<file path="src/rtl/alu_ctrl.sv">
`default_nettype none
// ============================================================================
//  Module      : alu_ctrl
//  Description : Command front-end for a combinational 32-bit ALU. It reads
//                operands from a small register file, captures the ALU result
//                and flags, writes the result back, and returns a response.
//  Revision    : 1.0
// ============================================================================
module alu_ctrl #(
    parameter int NREGS = 4,
    parameter int RW    = 2
) (
    input  logic          clk,
    input  logic          rst,
    input  logic          cmd_valid,
    output logic          cmd_ready,
    input  logic [3:0]    cmd_op,
    input  logic [RW-1:0] cmd_rd,
    input  logic [RW-1:0] cmd_rs1,
    input  logic [RW-1:0] cmd_rs2,
    input  logic          cmd_use_imm,
    input  logic [31:0]   cmd_imm,
    output logic [31:0]   alu_a,
    output logic [31:0]   alu_b,
    output logic [3:0]    alu_op,
    input  logic [31:0]   alu_y,
    input  logic          alu_o,
    input  logic          alu_c,
    input  logic          alu_z,
    input  logic          alu_n,
    output logic          rsp_valid,
    input  logic          rsp_ready,
    output logic [31:0]   rsp_data,
    output logic [3:0]    rsp_flags,
    output logic [3:0]    flags_q
);

    localparam logic [3:0] c_op_read = 4'hF;

    typedef enum logic [1:0] {
        ST_IDLE = 2'd0,
        ST_EXEC = 2'd1,
        ST_RESP = 2'd2
    } state_t;

    state_t          r_state;
    state_t          w_state_nxt;
    logic [31:0]     r_regs [NREGS];
    logic [RW-1:0]   r_rd;
    logic            r_is_read;
    logic            w_accept;
    logic [3:0]      w_alu_flags;

    assign cmd_ready   = (r_state == ST_IDLE) && !rst;
    assign rsp_valid   = (r_state == ST_RESP);
    assign w_accept    = cmd_valid && cmd_ready;
    assign w_alu_flags = {alu_o, alu_c, alu_z, alu_n};

    always_comb begin
        w_state_nxt = r_state;
        case (r_state)
            ST_IDLE: if (w_accept)  w_state_nxt = ST_EXEC;
            ST_EXEC:                w_state_nxt = ST_RESP;
            ST_RESP: if (rsp_ready) w_state_nxt = ST_IDLE;
            default:                w_state_nxt = ST_IDLE;
        endcase
    end

    always_ff @(posedge clk or posedge rst) begin
        if (rst) begin
            r_state   <= ST_IDLE;
            for (int i = 0; i < NREGS; i++) r_regs[i] <= '0;
            alu_a     <= '0;
            alu_b     <= '0;
            alu_op    <= 4'h0;
            r_rd      <= '0;
            r_is_read <= 1'b0;
            rsp_data  <= '0;
            rsp_flags <= '0;
            flags_q   <= '0;
        end else begin
            r_state <= w_state_nxt;
            // Operands are captured at accept, so rd may alias rs1/rs2 safely.
            if (w_accept) begin
                alu_a     <= r_regs[cmd_rs1];
                alu_b     <= cmd_use_imm ? cmd_imm : r_regs[cmd_rs2];
                alu_op    <= cmd_op;
                r_rd      <= cmd_rd;
                r_is_read <= (cmd_op == c_op_read);
            end
            if (r_state == ST_EXEC) begin
                if (r_is_read) begin
                    rsp_data  <= alu_a;
                    rsp_flags <= flags_q;
                end else begin
                    r_regs[r_rd] <= alu_y;
                    flags_q      <= w_alu_flags;
                    rsp_data     <= alu_y;
                    rsp_flags    <= w_alu_flags;
                end
            end
        end
    end

endmodule
`default_nettype wire
</file>
<file path="config.mk">
export PLATFORM = sky130hd
export DESIGN_NAME = alu_ctrl
export DESIGN_NICKNAME = d
export VERILOG_FILES = /design/src/rtl/alu_ctrl.sv
export SDC_FILE = /design/constraint.sdc
export NUM_CORES = 1
export LEC_CHECK = 0
export CORE_MARGIN = 3
export CORE_UTILIZATION = 30
export CTS_CLUSTER_SIZE = 12
export DETAILED_ROUTE_END_ITERATION = 8
export GPL_TIMING_DRIVEN = 0
export PLACE_DENSITY = 0.54
export SYNTH_ARGS = -nofsm -noshare
export SYNTH_HDL_FRONTEND = slang
export SYNTH_SLANG_ARGS = --single-unit
export TNS_END_PERCENT = 50
</file>
<file path="constraint.sdc">
create_clock -name clk -period 17.2 [get_ports clk]
set_input_delay 2.58 -clock clk [delete_from_list [all_inputs] [get_ports clk]]
set_output_delay 2.58 -clock clk [all_outputs]
set_load 0.02 [all_outputs]
</file>
==> impl_results.md, run 1 <==
* Top-count cell post-synth: dfrtp_1
* Fill cells at roughly 3400
* Non-filler cells, final at 1438
* Sequential fraction of the synthesis area at around 54%
* CTS tree: yes
* Routed len/inst at about 22 um
* Final core utilization at just over 40%
* Share of cells above drive strength 1 at roughly 30%
* Hpwl dp at roughly 21 mm
* Final GP Congestion at roughly 0.71
* Initial Util at between 30% and 40%
* Largest net degree at the start of global routing at ~110
* Critical Path Sink Type: output pin
* Area delta synth->final at 31.9%
* Post-synth top area cell: dfrtp_1
* Worst EP required at ~15000 ps
* WL final at between 30 and 40 mm
* Number of global-route vias before repair at between 7000 and 8000
* Placed cells at 1387
* Synth Flop Type: dfrtp_1
* DIE HEIGHT at between 150 and 200 um
* DR vias/cell at 4.87
* Leading cell types by count after synthesis: dfrtp_1, mux2_2, mux2i_1
* CP startpoint kind: primary input
* Final Critical Period at ~6500 ps
* Warnings from Yosys at 0
* Initial antenna violation count at 1
* Critical path peak fanout at 3
* Core ar. at ~0.036 sq mm
* First-pass GRT wire length at about 48 mm
* Final setup viols at 0
* Slew Viols, Final at 0
* #FFs+latches synth at ~240
* Post-route ant nets at 0
* Clock slew at reported path FFs at roughly 60 ps
* Worst slew margin at between 20% and 30%
* Syn_nets at 820
* Clock skew at about 8.3 ps
* Synth unique cells at 24
* Critical Path AT at between 3000 and 4000 ps
* TritonCTS Buffers at 28
* Via count at about 7000
* Peak supply drop at about 0.068 mV
* Syn Area/Cell at roughly 15 sq um
* # H-tree levels at 1
* Leak pwr at approximately 5.9 nW
* Die Wd at approximately 200 um
* Post-CTS Setup Bufs at 0
* Top cells by area, synth: dfrtp_1, mux2_2, mux4_2
* RSZ-0062 raised after global routing: no
* Detailed Route Iter0 Violations at about 260
* I/O Buffers at about 190
* Synth Instances at between 700 and 800
* Gr ovfl total at 0
* Tot Pwr at ~2.5 mW
* Hold Vio Cnt, Final at 0
* Power density cells at between 150 and 200 mW/mm^2
* DRC viols at 0
* Final net count at between 1000 and 1500
* FF+latch area at about 0.0059 sq mm
* Fin crit share at between 30% and 40%
* Maximum Capacitance Violations at 0
* Hold buffers post-CTS at 0
* Max frequency at around 150 MHz
* CTS resizes at 0
* Iteration count of the initial detailed-routing pass at 4
* Root Buffer: clkbuf_16
* Async set-or-reset flop fraction in the synthesized netlist at between 90% and 100%
* Setup TNS at 0 ps
* FP Rows at just under 70
* Worst hold-check path type: reg -> reg
* IO Pins at 193
* Setup CP Type: in -> out
* Clk sinks at about 240
* EDFF count, synth at 0
* Total Routing Usage GR at around 16%
* Hold_ws at roughly 480 ps
* Worst skew pair latency at ~540 ps
* Bufs on Longest Clock Path at 3
* Yosys top cell area share at 54.3%
* Footprint of the multi-input gates at 0.00467 sq mm
* Worst-margin pin slew at 1100 ps
* Outcome: finished, final reports clean
* Die Area at 0.0387 sq mm
* Syn Std Cell Area at 0.0109 sq mm
==> worst max-delay path, cell delays in order <==
cell,delay (ps)
clkdlybuf4s50_1,550
nor3_1,200
clkdlybuf4s50_1,640
==> registers in the layout (all words and copies together), names as in the netlist <==
| register | flops |
|---|---|
| r_regs | 128 |
| alu_a | 32 |
| alu_b | 32 |
| rsp_data | 32 |
| alu_op | 4 |
| flags_q | 4 |
| r_rd | 2 |
| r_state | 2 |
| r_is_read | 1 |
==> through the flow <==
stage          setup slack, ps  cell area [sq um]
2_1_floorplan             8120              10900
3_3_place_gp              4380              13400
3_5_place_dp             10660              13400
4_1_cts                  10650              14400
5_1_grt                  10590              14400
6_report                 10650              14400
==> cells by family (layout without fill, tap and decap cells) <==
family,after synthesis,count (layout),share of synthesized area [%]
AOI/OAI and AO/OA,65,65,2.98
buffers and inverters,62,301,2.90
DFF,237,237,54.3
muxes,299,299,36.7
other,0,1,0
and+or+nand+nor,74,74,3.12
==> placed cells by master (no fill, tap or decap), types with 2 or more instances in the layout <==
cell	count
a21oi_1	32
nand2b_1	2
nand2_1	32
mux2_2	132
mux4_2	64
clkbuf_16	29
clkbuf_1	15
clkinv_2	6
bufinv_16	4
inv_1	2
mux2i_1	65
buf_1	8
nor2_1	32
buf_16	2
buf_6	3
dfrtp_1	237
buf_4	5
clkbuf_8	5
mux2_1	38
clkdlybuf4s50_1	187
o21ai_0	33
buf_2	34
==> power by group <==
part	internal (mW)	switching (mW)	leakage (nW)
registers	0.811	0.172	2.83
logic	0.493	0.353	2.63
clock network	0.387	0.239	0.480
total	1.69	0.763	5.94
==> path summary, 6_finish.rpt <==
check | start | to | slack [ps] | depth (start not counted)
max in group asynchronous | rst | r_regs[112] | 13900 | 3
min in group asynchronous | rst | rsp_data[3] | 2480 | 2
worst min register to register | rsp_data[13] | rsp_data[13] | 480 | 2
worst max-delay path | rst | cmd_ready | 10650 | 3
worst max register to register | r_state[1] | rsp_data[7] | 14960 | 4
worst min-delay path | rsp_data[13] | rsp_data[13] | 480 | 2
==> final cells by class <==
class,count,share of cell area [%]
well taps,461,4.01
diodes,1,0.0174
clock inverters,10,1.04
repair buffers,189,13.4
flip-flops and latches,237,41.2
plain buffers,59,2.12
clock buffers,40,5.67
multi-input cells,438,32.4
inverters,3,0.130
==> metal layers <==
| metal | routed length (um) | part of all wire, % | global-route usage, % | vias up |
|---|---|---|---|---|
| met5 | 0 | 0 | 0 | - |
| li1 | - | - | - | 3154 |
| met2 | 15200 | 49 | 26.7 | 148 |
| met4 | 421 | 1.3 | 3.27 | 0 |
| met1 | 14400 | 46 | 22.8 | 3675 |
| met3 | 1200 | 3.8 | 2.03 | 31 |
Power figures use the tool's default switching activity.
==> run 2: changes to the inputs <==
Settings changed: PLACE_DENSITY 0.54 to 0.56.
Clock period 17.2 ns to 5.5 ns, I/O delays scaled along.
==> run 2 against run 1 <==
  * Wire length grew 1.1%
  * Critical path depth is the same
  * Power grew to 3.1 times the previous value
  * Count of clock-buffer cells in the layout grew 4
  * Utilization grew 0.15 points
  * Flip-flop and latch count is the same
  * Combinational power grew to 3.1 times the previous value
  * Die area is the same
  * First-iteration DRC count grew 33%
  * Global-route usage grew 0.29 points
  * Critical path type unchanged
  * Highest routed layer unchanged
==> impl_results.md, run 2 (synthesized netlist as in run 1, its figures left out) <==
* # H-tree levels at 1 (unchanged)
* Peak supply drop at 0.277 mV (+310%)
* Initial antenna violation count at 2 (+1)
* Most used cell, CP: clkdlybuf4s50_1
* Root Buffer: clkbuf_16
* RSZ-0062 raised after global routing: no
* Outcome: finished, final reports clean
* Tot Pwr at 7.60 mW (+210%)
* Setup CP Type: in -> out
* Largest net degree at the start of global routing at 38 (-65%)
* Worst Hold Depth at 2 (unchanged)
* Share of cells above drive strength 1 at 30.1% (+0.43 points)
* Final setup viols at 0 (unchanged)
* WL final at 31.6 mm (+1.1%)
* IO Pins at 193 (unchanged)
* TritonCTS Buffers at 28 (unchanged)
* Non-filler cells, final at 1446 (+0.56%)
* Fin crit share at between 50% and 60%
* Via count at 7086 (+1.1%)
* CP delay by family, top: buffers and inverters
* WHS Endpoint: rsp_data[2]
* Initial Util at 30.6% (unchanged)
* DRC viols at 0 (unchanged)
* Critical Path AT at 2120 ps (-1850 ps)
* Most frequent cells in the layout: dfrtp_1, clkdlybuf4s50_1, mux2_2, mux2i_1, mux4_2
* Critical path peak fanout at 3 (unchanged)
* CP max stage cell: clkdlybuf4s50_1
* Core ar. at 0.0357 sq mm (unchanged)
* First-pass GRT wire length at 48.4 mm (+1.2%)
* Die Wd at 197 um (unchanged)
* FF-to-FF Start: r_state[1]
* Worst-margin pin slew at 1080 ps (-14.7 ps)
* Area delta synth->final at 32.4%
* Hold_ws at 485 ps (+3.43 ps)
* Number of flip-flops in the largest register at 128 (unchanged)
* DR vias/cell at 4.90 (+0.55%)
* CTS resizes at 0 (unchanged)
* Iteration count of the initial detailed-routing pass at 4 (unchanged)
* Bufs on Longest Clock Path at 3 (unchanged)
* FP Rows at 69 (unchanged)
* Hold Vio Cnt, Final at 0 (unchanged)
* Critical Path Sink Type: output pin
* Final Critical Period at approximately 2900 ps
* CTS tree: yes
* Clk sinks at 237 (unchanged)
* CP startpoint kind: primary input
* Commonest non-fill, non-tap cell in the layout: dfrtp_1
* Crit path largest cell delay at 630 ps (about the same)
* DIE HEIGHT at 197 um (unchanged)
* Final GP Congestion at 0.732 (+2.6%)
* Max frequency at between 300 and 400 MHz
* Final net count at 1044 (+0.48%)
* Number of global-route vias before repair at 7556 (-0.12%)
* Post-route ant nets at 0 (unchanged)
* Crit path buffers/inverters at 2 (unchanged)
* Placed cell area at 0.0135 sq mm (+0.61%)
* Leak pwr at 5.96 nW (+0.36%)
* Worst EP required at 4680 ps (-9940 ps)
* Worst hold-check path type: reg -> reg
* Clock slew at reported path FFs at 60 ps (about the same)
* Crit Reg-Reg Endpoint: alu_b[14]
* Routed len/inst at 21.8 um (+0.59%)
* Slew Viols, Final at 0 (unchanged)
* Die Area at 0.0387 sq mm (unchanged)
* Gr ovfl total at 0 (unchanged)
* Power density cells at 526 mW/mm^2 (+210%)
* R2R cell count at 4 (unchanged)
* Total Routing Usage GR at 16.3% (+0.29 points)
* I/O Buffers at 187 (unchanged)
* Fill cells at 3415 (+0.71%)
* Fin area at 0.0145 sq mm (+0.38%)
* Detailed Route Iter0 Violations at 352 (+33%)
* Placed cells at 1392 (+0.36%)
* Largest register by flop count: r_regs
* Worst skew pair latency at 540 ps (about the same)
* Hold path start: rsp_data[2]
* Reg2reg setup slack at 3090 ps (-11870 ps)
* Post-CTS Setup Bufs at 0 (unchanged)
* Clock skew at 14.4 ps (+6.13 ps)
* Cells along the critical path: clkdlybuf4s50_1, nor3_1, clkdlybuf4s50_1
* Hold buffers post-CTS at 0 (unchanged)
* Maximum Capacitance Violations at 0 (unchanged)
* Hpwl dp at 22.2 mm (+3.8%)
* Worst slew margin at 27.8% (+0.98 points)
-- run 2: cell types whose count changed in the layout (fill, tap and decap cells not counted) --
cell / change
clkinvlp_4: +1
clkbuf_8: +4
clkinv_2: -1
inv_8: -1
diode_2: +2
buf_12: +7
bufinv_16: -3
buf_16: -2
inv_6: +1
-- run 2: worst max path at each step --
stage                     start            to  cells after the start
after floorplan             rst      alu_a[0]                      1
after global placement      rst  rsp_data[16]                      2
after detailed placement    rst     alu_b[15]                      5
after CTS                   rst     cmd_ready                      3
after global routing        rst     cmd_ready                      3
final                       rst     cmd_ready                      3
-- run 2: layout make-up --
class                   instances  area [sq um]  share of cell area, %
flip-flops and latches        237          5930                   41.0
diodes                          3          7.51                 0.0519
inverters                       3          15.0                  0.104
multi-input cells             438          4670                   32.3
plain buffers                  59           305                   2.11
clock inverters                 7          63.8                  0.441
repair buffers                194          2010                   13.9
clock buffers                  44           872                   6.03
well taps                     461           577                   3.99
-- run 2: power by group --
part           switching [mW]  internal [mW]
sequential              0.538           2.53
combinational            1.11           1.55
clock                   0.742           1.13
-- run 2: routing by layer --
layer | track usage, % | part of all wire [%] | vias to the layer above
li1 | - | - | 3169
met1 | 23.7 | 47 | 3726
met2 | 26.5 | 47 | 163
met3 | 2.19 | 4.1 | 28
met4 | 3.46 | 1.3 | 0
met5 | 0 | 0 | -
-- run 2: tightest hold or removal path: cells and delay by family (launching register included) --
kind               cells  cell delay, ps
DFF                    1             340
and+or+nand+nor        1              50
AOI/OAI and AO/OA      1              60
-- run 2: stage by stage --
step	setup WS (ps)	TNS, ps	util, %
floorplan	1570	0	-
global placement	-528	-121640	37.4
detailed placement	2220	0	37.8
CTS	2560	0	40.4
global route	2490	0	40.4
finish	2550	0	40.4
==> edit 1, RTL diff (settings of run 2) <==
Register the output `flags_q` once more, cleared by the reset; this adds one clock of latency there. The other outputs are not delayed to match.
--- a/src/rtl/alu_ctrl.sv
+++ b/src/rtl/alu_ctrl.sv
@@ -44,4 +44,6 @@
     } state_t;
 
+    logic [3:0] flags_q_s0;
+
     state_t          r_state;
     state_t          w_state_nxt;
@@ -78,5 +80,5 @@
             rsp_data  <= '0;
             rsp_flags <= '0;
-            flags_q   <= '0;
+            flags_q_s0 <= '0;
         end else begin
             r_state <= w_state_nxt;
@@ -92,8 +94,8 @@
                 if (r_is_read) begin
                     rsp_data  <= alu_a;
-                    rsp_flags <= flags_q;
+                    rsp_flags <= flags_q_s0;
                 end else begin
                     r_regs[r_rd] <= alu_y;
-                    flags_q      <= w_alu_flags;
+                    flags_q_s0   <= w_alu_flags;
                     rsp_data     <= alu_y;
                     rsp_flags    <= w_alu_flags;
@@ -103,4 +105,12 @@
     end
 
+    always_ff @(posedge clk or posedge rst) begin
+        if (rst) begin
+            flags_q <= '0;
+        end else begin
+            flags_q <= flags_q_s0;
+        end
+    end
+
 endmodule
 `default_nettype wire
Formal check against the unedited RTL: not equivalent (a bounded check fails within 4 cycles, from zero or initial values and one cycle with rst high).
==> edit 1 against run 2 <==
Critical path depth is the same. Sequential share of layout area shrank 1.3 points. Power grew 4.3%. Fmax shrank 1.5%. Global-route usage is essentially flat. Cell area grew 5.0%. Routed wire length grew 5.6%. Sequential power grew 2%. Worst setup slack lost 0.046 ns. Highest routed layer unchanged. Critical path type unchanged. Area after synthesis grew 5.6%. Sequential cell count grew 4. Clock power grew 6%.
==> edit 1: results (changes against run 2) <==
| Metric | Value |
|---|---|
| Status | completed |
| Netlist cell types | 29 (+21%) |
| Via count | 7,142 (+0.79%) |
| First-pass GRT wire length | 50,900 um (+5.3%) |
| Final clock skew | 0.00683 ns (-0.00761 ns) |
| Hold path start | flags_q_s0[2]$_DFFE_PP0P_ |
| Starting DRT DRC Count | 277 (-21%) |
| Vias in the first global route | 7,799 (+3.2%) |
| Leakage | 6.40 nW (+7.4%) |
| Fin nets | 1,047 (+0.29%) |
| DR vias/cell | 4.77 (-2.6%) |
| Critical path arrival | 2.17 ns (+0.05 ns) |
| Area contributors post-synth | dfrtp_1 (52%), mux2_2 (10%), mux4_2 (8.2%) |
| Pre-CTS setup slack | 2.50 ns (+0.283 ns) |
| Placement-stage cell area | 14,200 um^2 (+4.8%) |
| R2r endpoint | alu_b[17]$_DFFE_PP0P_ |
| Dpl hpwl | 22,700 um (+2.3%) |
| Ant diodes | 0 (-3) |
| Layout fillers | 3,563 (+4.3%) |
| R2R setup slack | 3.45 ns (+0.36 ns) |
| Total CTS buffers | 29 (+3.6%) |
| Fin util | 40.2% (-0.26 points) |
| Fmax | 0.334 GHz (-1.5%) |
| Post-synth top cells | dfrtp_1 (241), mux2_2 (103), mux2i_1 (65) |
| Worst hold endpoint | flags_q[2]$_DFF_PP0_ |
| Register area share after synthesis | 52.3% (-2.0 points) |
| Layout cell share with drive strength beyond 1 | 32.6% (+2.4 points) |
| Syn Nets | 823 (+0.37%) |
| Yosys warns | 0 (unchanged) |
| Final GP Congestion | 0.735 (+0.46%) |
| Syn_area_per_cell | 15.6 um^2 (+5.2%) |
| Slew HR | 40.1% (+12 points) |
| Initial antenna violation count | 1 (-1) |
| FF-to-FF Start | r_state[0]$_DFFE_PP0P_ |
| Global Route Usage Sum | 16.4% (+0.050 points) |
| Drt wl/cell | 22.3 um (+2.0%) |
| WHS Path Cells | 0 (-2) |
## edit 1: report_power, final
group | internal [W] | leakage, nW | switching, W
Sequential | 0.00257 | 2.89 | 0.000564
Combinational | 0.00170 | 3.01 | 0.00111
Clock | 0.00121 | 0.503 | 0.000772
Total | 0.00548 | 6.40 | 0.00245
## edit 1: kinds of logic (layout without fill, tap and decap cells)
group           count (synthesis)  count (layout)  synth area share [%]
simple gates                   76              76                  3.22
buf+inv                        59             305                  4.17
flops                         241             241                  52.3
compound gates                 65              65                  2.82
mux                           299             299                  37.5
## edit 1: cell type report
cell class	count	area share (%)
flip-flops and latches	241	39.8
well taps	511	4.21
multi-input cells	440	33.1
plain buffers	56	3.09
inverters	3	0.0990
clock buffers	47	6.22
clock inverters	6	0.412
repair buffers	193	13.1
## edit 1: routing by layer
metal,routed length [um],up-vias,global-route usage [%]
met5,0,-,0
met3,2080,37,3.90
li1,-,3197,-
met2,15700,188,26.8
met4,520,0,3.26
met1,15000,3720,22.5
==> edit 2, RTL diff (config.mk and constraints of run 2) <==
Without the edit above. Change the parameter `NREGS` from 4 to 2.
--- a/src/rtl/alu_ctrl.sv
+++ b/src/rtl/alu_ctrl.sv
@@ -8,5 +8,5 @@
 // ============================================================================
 module alu_ctrl #(
-    parameter int NREGS = 4,
+    parameter int NREGS = 2,
     parameter int RW    = 2
 ) (
Behaviour: not the same (Yosys sat finds a counterexample within 4 cycles, from zero or initial values and one cycle with rst high).
==> edit 2 against run 2 <==
Routed wire length fell by 28%. Sequential cell count down 64. Area after synthesis down 29%. Count of clock-buffer cells in the layout decreased by 24. Cell area fell by 26%. Sequential power down 28%. Fmax grew 0.20%. Non-clock buffer count decreased by 14. Critical path depth stayed put. Worst setup slack improved by 0.0060 ns. Power fell by 28%. Cell count is 17% lower. Critical endpoint unchanged.
==> edit 2: results (changes against run 2) <==
| Metric | Value |
|---|---|
| Starting DRT DRC Count | 303 (-14%) |
| Register area share after synthesis | 56.2% (+1.9 points) |
| Buffering overhead | 20.8% (+4.7 points) |
| Number of multi-input logic gates | 417 (-4.8%) |
| Clock buffer depth | 2 (-1) |
| Syn Nets | 724 (-12%) |
| Pin count of the biggest net entering global routing | 40 (+5.3%) |
| Fin nets | 934 (-11%) |
| Seq/total area | 40.6% (-0.45 points) |
| Layout fillers | 2,490 (-27%) |
| Ant diodes | 0 (-3) |
| First-pass GRT wire length | 35,800 um (-26%) |
| Yosys reg bits | 173 (-27%) |
| Final clock skew | 0.0119 ns (-0.00254 ns) |
| Total CTS buffers | 17 (-39%) |
| Vias in the first global route | 6,066 (-20%) |
| Multiplexer share of the synthesized area | 27.1% (-9.6 points) |
| DR vias/cell | 4.70 (-4.0%) |
| Root buffer cell | clkbuf_16 |
| Area contributors post-synth | dfrtp_1 (56%), mux2_2 (13%), mux2i_1 (12%) |
| Post-synth top cells | dfrtp_1 (173), nand2_1 (115), mux2i_1 (96) |
| Pre-CTS setup slack | 2.54 ns (+0.324 ns) |
| Compound-Gate Fraction of Synth Area | 6.37% (+3.4 points) |
| Final worst slack | 2.56 ns (+0.00600 ns) |
| Routed Wire Length | 22,700 um (-28%) |
| Layout cell share with drive strength beyond 1 | 18.4% (-12 points) |
| Setup bufs post-CTS | 0 (unchanged) |
| Dpl hpwl | 16,100 um (-27%) |
| VDD IR max | 0.213 mV (-23%) |
| Number of non-clock buffers | 239 (-5.5%) |
| Hold path start | rsp_data[23]$_DFFE_PP0N_ |
| Max FFs per register | 64 (-50%) |
| Netlist cell types | 22 (-8.3%) |
| Status | completed |
| Clk_buf instances | 20 (-55%) |
| Clock Latency Late Sink | 0.42 ns (-0.12 ns) |
| Worst hold endpoint | rsp_data[23]$_DFFE_PP0N_ |
| Htree depth | 4 (+3) |
| Final GP Congestion | 0.722 (-1.4%) |
| Slew HR | 34.3% (+6.4 points) |
| ClkCell Share | 5.59% (-0.88 points) |
| Global Route Usage Sum | 16.6% (+0.25 points) |
| Initial antenna violation count | 0 (-2) |
| Multi-input logic area | 3100 um^2 (-34%) |
| Largest reg by FF count | r_regs |
edit 2: where the power goes:
part           total (W)  leakage, nW  switching, W  internal [W]
Combinational    0.00202         2.22      0.000950       0.00107
Sequential       0.00220         2.12      0.000384       0.00181
Clock            0.00125        0.283      0.000528      0.000721
Total            0.00547         4.62       0.00186       0.00361
edit 2: metal layers:
| metal | track usage, % | share of wire [%] |
|---|---|---|
| met1 | 22.3 | 47 |
| met2 | 27.7 | 48 |
| met4 | 3.80 | 0.98 |
| met3 | 3.59 | 4.3 |
| met5 | 0 | 0 |
edit 2: through the flow:
step | std cells | total power, W | area, um^2 | util (%) | hold slack, ns
4_1_cts | 1194 | 0.00554 | 10700 | 42.4 | 0.487
6_report | 1194 | 0.00547 | 10700 | 42.4 | 0.480
5_1_grt | 1194 | 0.00581 | 10700 | 42.4 | 0.505
3_3_place_gp | 1158 | 0.00423 | 9990 | 39.7 | 0.462
3_5_place_dp | 1162 | 0.00428 | 10100 | 40.0 | 0.467
2_1_floorplan | 641 | 0.00328 | 7710 | - | 0.476
